==> config.mk <==
export PLATFORM = sky130hd
export DESIGN_NAME = trap_ctrl
export DESIGN_NICKNAME = d
export VERILOG_FILES = /design/src/rtl/trap_ctrl.sv
export SDC_FILE = /design/constraint.sdc
export NUM_CORES = 1
export LEC_CHECK = 0
export ABC_AREA = 0
export BUFFER_PORTS_ARGS = -buffer_cell sky130_fd_sc_hd__buf_2
export CORE_AREA = 2 2 190 192
export DETAILED_ROUTE_END_ITERATION = 10
export DIE_AREA = 0 0 192 194
export GPL_TIMING_DRIVEN = 0
export MAX_ROUTING_LAYER = met4
export PLACE_DENSITY = 0.51
export SLEW_MARGIN = 15
export SYNTH_ARGS = -nofsm -noshare
export SYNTH_HDL_FRONTEND = slang
export SYNTH_SLANG_ARGS = --single-unit
==> constraint.sdc <==
create_clock -name clk -period 2.5 [get_ports clk]
set_input_delay 0.5 -clock clk [delete_from_list [all_inputs] [get_ports clk]]
set_output_delay 0.5 -clock clk [all_outputs]
set_load 0.1 [all_outputs]
==> src/rtl/trap_ctrl.sv <==
// Commit-stage trap/CSR sequencer: decides per committing instruction whether
// to retire it, run a CSR read-modify-write, take ecall/irq, or execute mret.
module trap_ctrl (
  input  logic        clk,
  input  logic        rst,
  input  logic        i_inst_valid,
  input  logic [63:0] i_inst_pc,
  input  logic        i_is_ecall,
  input  logic        i_is_mret,
  input  logic        i_is_csr,
  input  logic [1:0]  i_csr_op,
  input  logic [11:0] i_csr_addr,
  input  logic [63:0] i_csr_src,
  input  logic        i_irq_pending,
  input  logic [63:0] i_csr_rdata,
  output logic        o_inst_ready,
  output logic        o_flush,
  output logic [11:0] o_csr_id,
  output logic        o_csr_re,
  output logic        o_csr_we,
  output logic [63:0] o_csr_wdata,
  output logic        o_ecall,
  output logic        o_mret,
  output logic        o_tint,
  output logic [63:0] o_epc,
  output logic        o_redirect_valid,
  output logic [63:0] o_redirect_pc,
  output logic        o_rd_we,
  output logic [63:0] o_rd_wdata
);

  typedef enum logic [2:0] {
    IDLE   = 3'd0,
    CSR_RD = 3'd1,
    CSR_WR = 3'd2,
    TRAP   = 3'd3,
    RET    = 3'd4,
    REDIR  = 3'd5
  } state_t;

  localparam logic [63:0] MCAUSE_ECALL_M = 64'd11;

  state_t      r_state;
  state_t      w_next;
  logic [63:0] r_target;  // mtvec or mepc, captured one cycle before redirect
  logic [63:0] r_old;     // CSR value before the read-modify-write
  logic        r_irq;     // current TRAP is an interrupt, not an ecall
  logic        r_ack;     // REDIR retires the instruction (ecall/mret, not irq)
  logic [63:0] w_new;
  logic        w_csr_we;

  always_comb begin
    unique case (i_csr_op)
      2'b10:   w_new = r_old | i_csr_src;
      2'b11:   w_new = r_old & ~i_csr_src;
      default: w_new = i_csr_src;  // 01 write, 00 treated as write
    endcase
  end

  // set/clear with a zero mask must not touch the CSR (side-effect free read)
  assign w_csr_we = !(i_csr_op[1] && (i_csr_src == 64'd0));

  always_ff @(posedge clk) begin
    if (rst) begin
      r_state  <= IDLE;
      r_target <= '0;
      r_old    <= '0;
      r_irq    <= 1'b0;
      r_ack    <= 1'b0;
    end else begin
      r_state <= w_next;
      if (r_state == IDLE && i_inst_valid) begin
        r_irq <= i_irq_pending;
        r_ack <= !i_irq_pending;
      end
      if (r_state == TRAP || r_state == RET) r_target <= i_csr_rdata;
      if (r_state == CSR_RD)                 r_old    <= i_csr_rdata;
    end
  end

  always_comb begin
    w_next           = r_state;
    o_inst_ready     = 1'b0;
    o_flush          = 1'b0;
    o_csr_id         = '0;
    o_csr_re         = 1'b0;
    o_csr_we         = 1'b0;
    o_csr_wdata      = '0;
    o_ecall          = 1'b0;
    o_mret           = 1'b0;
    o_tint           = 1'b0;
    o_epc            = '0;
    o_redirect_valid = 1'b0;
    o_redirect_pc    = '0;
    o_rd_we          = 1'b0;
    o_rd_wdata       = '0;
    if (!rst) begin
      unique case (r_state)
        IDLE: begin
          if (i_inst_valid) begin
            if (i_irq_pending)   w_next = TRAP;
            else if (i_is_ecall) w_next = TRAP;
            else if (i_is_mret)  w_next = RET;
            else if (i_is_csr)   w_next = CSR_RD;
            else                 o_inst_ready = 1'b1;
          end
        end
        CSR_RD: begin
          o_csr_id = i_csr_addr;
          o_csr_re = 1'b1;
          w_next   = CSR_WR;
        end
        CSR_WR: begin
          o_csr_id     = i_csr_addr;
          o_csr_we     = w_csr_we;
          o_csr_wdata  = w_csr_we ? w_new : 64'd0;
          o_rd_we      = 1'b1;
          o_rd_wdata   = r_old;
          o_inst_ready = 1'b1;
          w_next       = IDLE;
        end
        TRAP: begin
          o_epc = i_inst_pc;
          if (r_irq) begin
            o_tint  = 1'b1;
            o_flush = 1'b1;
          end else begin
            o_ecall     = 1'b1;
            o_csr_wdata = MCAUSE_ECALL_M;
          end
          w_next = REDIR;
        end
        RET: begin
          o_mret = 1'b1;
          w_next = REDIR;
        end
        REDIR: begin
          o_redirect_valid = 1'b1;
          o_redirect_pc    = r_target;
          o_inst_ready     = r_ack;
          w_next           = IDLE;
        end
        default: w_next = IDLE;
      endcase
    end
  end

endmodule

==> run summary <==
The flow ran to the end, but the final reports show violations. The final reports fail on negative setup slack. The tools report the count of warnings emitted by yosys as 0. The initial utilization of the core area, before any placement, comes to 20.4%.

Yosys mapped a number of flops with a built-in enable equal to 0. In the post-synthesis netlist, the biggest area contributors are sky130_fd_sc_hd__dfxtp_1 37%, sky130_fd_sc_hd__and2_1 17%, sky130_fd_sc_hd__a21oi_1 14%. After synthesis, the mean cell area works out to 7.10 µm². The worst clock skew came out at 0.0135 ns.

The run gives 0 as the overflow left after global routing. The portion of synthesized cell area occupied by the leading cell type was 37.0%; the first-pass GRT wire length was 61.2 mm. The number of nets in the finished design is 1795, and the placer's final routability congestion estimate is 0.857. For this design the static power due to leakage is 0.00685 µW. For this block, the routed nets add up to 45.1 mm of wire. The final standard cell utilization of the core was 49.6%; the proportion of layout cells with a drive suffix above 1 was 57.6%.

Setup repair after global routing could not meet its margin everywhere. STA puts the critical path data required time at 2.00 ns. The count of final hold-check violations came out at 0. Using the TritonRoute via totals, the vias-per-cell ratio works out to 4.69. The design draws 8490 µW.

The max-capacitance violation count was 0. For this run, the total global-route usage over all layers was measured as 22.9%. The largest voltage drop on the vdd net is 0.415 mV, and the share of flip-flops with an asynchronous set or reset after synthesis is 0%. Clock-pin slew was measured on the worst setup and hold paths at 0.07 ns. The worst setup path is captured at a primary output. The cell with the most instances after synthesis is sky130_fd_sc_hd__nand2_1.

The net count after synthesis is 1227. The tools report the number of instances in the synthesized netlist as 1014. The logs give 37.0% for the portion of the post-synthesis area used by sequential elements and 133 for the number of sinks driven by the clock tree. The critical path is of the in -> out type.

In this run the core area contains 69 standard-cell rows. The first-pass detailed-route iteration total was 5. The routed layout has 9677 vias. The quantity of I/O buffers inserted on ports was 489.

For the sequential standard cell area, the log shows 2670 µm². Clock tree synthesis inserted a total of 17 buffers. Launching element type of the critical path: an input port. For this design the top-level I/O count stands at 490. No sink is reached through more buffers than the 2 on the longest clock path. Summing all multi-input logic gate instances after layout gives 5570 µm². The number of global-route vias before repair is 9611, and the worst path setup slack after routing is -0.679 ns. At the pin with the least slew margin, the transition time is 0.749 ns. The region available for standard cell placement spans 35200 µm². The tools report the remaining antenna violation count as 0. Ranked by instance count, the synthesized netlist is headed by 265 x sky130_fd_sc_hd__nand2_1, 199 x sky130_fd_sc_hd__a21oi_1, 194 x sky130_fd_sc_hd__and2_1, 133 x sky130_fd_sc_hd__dfxtp_1, 60 x sky130_fd_sc_hd__a211oi_1. In this run the top signal layer used is met4. The post-synthesis register bit count is 133, and the mean routed wirelength per cell is 21.9 µm.

The tools report the number of library cell types mapped by synthesis as 33. For the number of antenna violations at the first check in global routing, the log shows 6. In this run the tightest slew margin relative to its limit is 50.1%. The tools report the H-tree depth as 4. The floorplan step defined a die boundary enclosing 37200 µm². The synthesis-to-finish area growth came out at 143%. The worst path uses 127% of the clock period. Setup violations remaining at the end of the flow were counted as 163.

The most common flop cell mapped by yosys is sky130_fd_sc_hd__dfxtp_1. TritonCTS built the clock tree. The highest net fanout along the worst path is 5. The max-slew violation count is 0. The die boundary width is 192 µm, and the wire length on met1 is 16.8 mm.

Across all hold checks on the routed design, the worst slack comes to 0.318 ns. Based on the critical path, the design can be clocked at up to 315 MHz. In this run the cell area of the synthesized design comes to 7200 µm². The root cell of the clock tree was sky130_fd_sc_hd__clkbuf_16.

For this block, the initial DRC count from the detailed router was 571. In the routed design, unresolved DRC markers number 0. The filler cells instantiated in the layout total 3134. At the worst endpoint, the arrival time is 2.68 ns.

The logs give 2.83 mm for the amount of wire on met3 after detailed routing and 17 for the maximum number of pins on one net before global-route repair. The largest total area in the synthesized netlist belongs to sky130_fd_sc_hd__dfxtp_1. From bottom edge to top edge, the die measures 194 µm. The clock latency at the later pin of the worst-skew pair was 0.43 ns.

The smallest clock period supported by the final layout is computed as 3.18 ns. Power density relative to cell area: 486 nW/µm². The total half-perimeter wirelength after legalization and detailed placement was 32.1 mm.

The post-placement worst setup slack is -1.66 ns. The min-delay analysis places its worst path in the category in -> reg. The run gives 23.6 mm as the detailed-routed wire length on met2.
-- per-stage QoR --
step	area [µm²]	setup TNS, ns	cells
after floorplan	8410	-24.29	1014
after global placement	11400	-338.63	1964
after detailed placement	11500	-287.42	1965
after CTS	16200	-57.93	2035
after global routing	17500	-63.62	2062
final	17500	-48.87	2062
-- cell families (layout without fill, tap and decap cells) --
family | after synthesis | after routing | synth area share, %
and+or+nand+nor | 520 | 520 | 36.1
DFF | 133 | 133 | 37.0
buffers and inverters | 92 | 673 | 5.81
other | 0 | 6 | 0
AOI/OAI and AO/OA | 269 | 269 | 21.1
-- final cells by class --
type                            instances  area share, %
Clock buffer                           21           2.64
Buffer                                 81           3.85
Timing Repair Buffer                  557           42.0
Tap cell                              461           3.30
Inverter                                3         0.0645
Antenna cell                            6         0.0860
Clock inverter                         11          0.860
Sequential cell                       133           15.3
Multi-Input combinational cell        789           31.9
-- routing by layer --
layer  vias to the layer above  track usage (%)
met3                        82             4.33
met5                         -                -
li1                       4506                -
met1                      4632             24.8
met4                         0             10.1
met2                       457             40.3
-- state kept, by name (all words and copies together) (netlist names) --
signal / count
r_old: 64
r_target: 64
r_state: 3
r_ack: 1
r_irq: 1
-- power by group --
part / internal [µW] / switching, µW / leakage (µW)
logic: 1200 / 2120 / 0.00549
clock network: 1630 / 1050 / 0.000282
registers: 2320 / 169 / 0.00108
-- layout by cell type, fill, tap and decap left out, types with 6 or more instances in the layout --
| cell | count |
|---|---|
| sky130_fd_sc_hd__clkbuf_16 | 34 |
| sky130_fd_sc_hd__and2_1 | 8 |
| sky130_fd_sc_hd__nor2b_4 | 13 |
| sky130_fd_sc_hd__a211oi_4 | 60 |
| sky130_fd_sc_hd__and2_4 | 166 |
| sky130_fd_sc_hd__clkbuf_2 | 9 |
| sky130_fd_sc_hd__buf_2 | 227 |
| sky130_fd_sc_hd__buf_4 | 19 |
| sky130_fd_sc_hd__nand2_1 | 265 |
| sky130_fd_sc_hd__and2_2 | 20 |
| sky130_fd_sc_hd__buf_12 | 252 |
| sky130_fd_sc_hd__clkbuf_1 | 28 |
| sky130_fd_sc_hd__diode_2 | 6 |
| sky130_fd_sc_hd__nor4_1 | 11 |
| sky130_fd_sc_hd__dfxtp_1 | 130 |
| sky130_fd_sc_hd__nor2_1 | 8 |
| sky130_fd_sc_hd__a21oi_1 | 198 |
| sky130_fd_sc_hd__buf_8 | 37 |
| sky130_fd_sc_hd__buf_6 | 41 |
-- timing repair --
| item | CTS | global route |
|---|---|---|
| resized for setup | 1061 | 300 |
| pin swaps | 24 | 63 |
| setup buffers | 33 | 13 |
| setup endpoints to repair | 277 | 257 |
| hold buffers | 0 | 0 |
| cloned | 6 | 15 |
-- path summary, 6_finish.rpt --
kind	to	cells past startpoint	slack, ns	start
min	r_old[53]	3	0.32	i_csr_rdata[53]
min reg2reg	r_target[2]	2	0.45	r_target[2]
max	o_csr_wdata[53]	9	-0.68	i_csr_src[24]
max reg2reg	r_target[42]	9	0.36	r_state[2]
-- critical path, stage by stage --
cell and delay [ns]:
sky130_fd_sc_hd__buf_8 0.11, sky130_fd_sc_hd__nor4_4 0.45, sky130_fd_sc_hd__nand4_1 0.28, sky130_fd_sc_hd__or3_4 0.49, sky130_fd_sc_hd__o21ai_4 0.20, sky130_fd_sc_hd__buf_6 0.20
sky130_fd_sc_hd__clkbuf_16 0.19, sky130_fd_sc_hd__a211oi_4 0.04, sky130_fd_sc_hd__buf_12 0.19
Note: power is estimated with default switching activity, not from simulation.
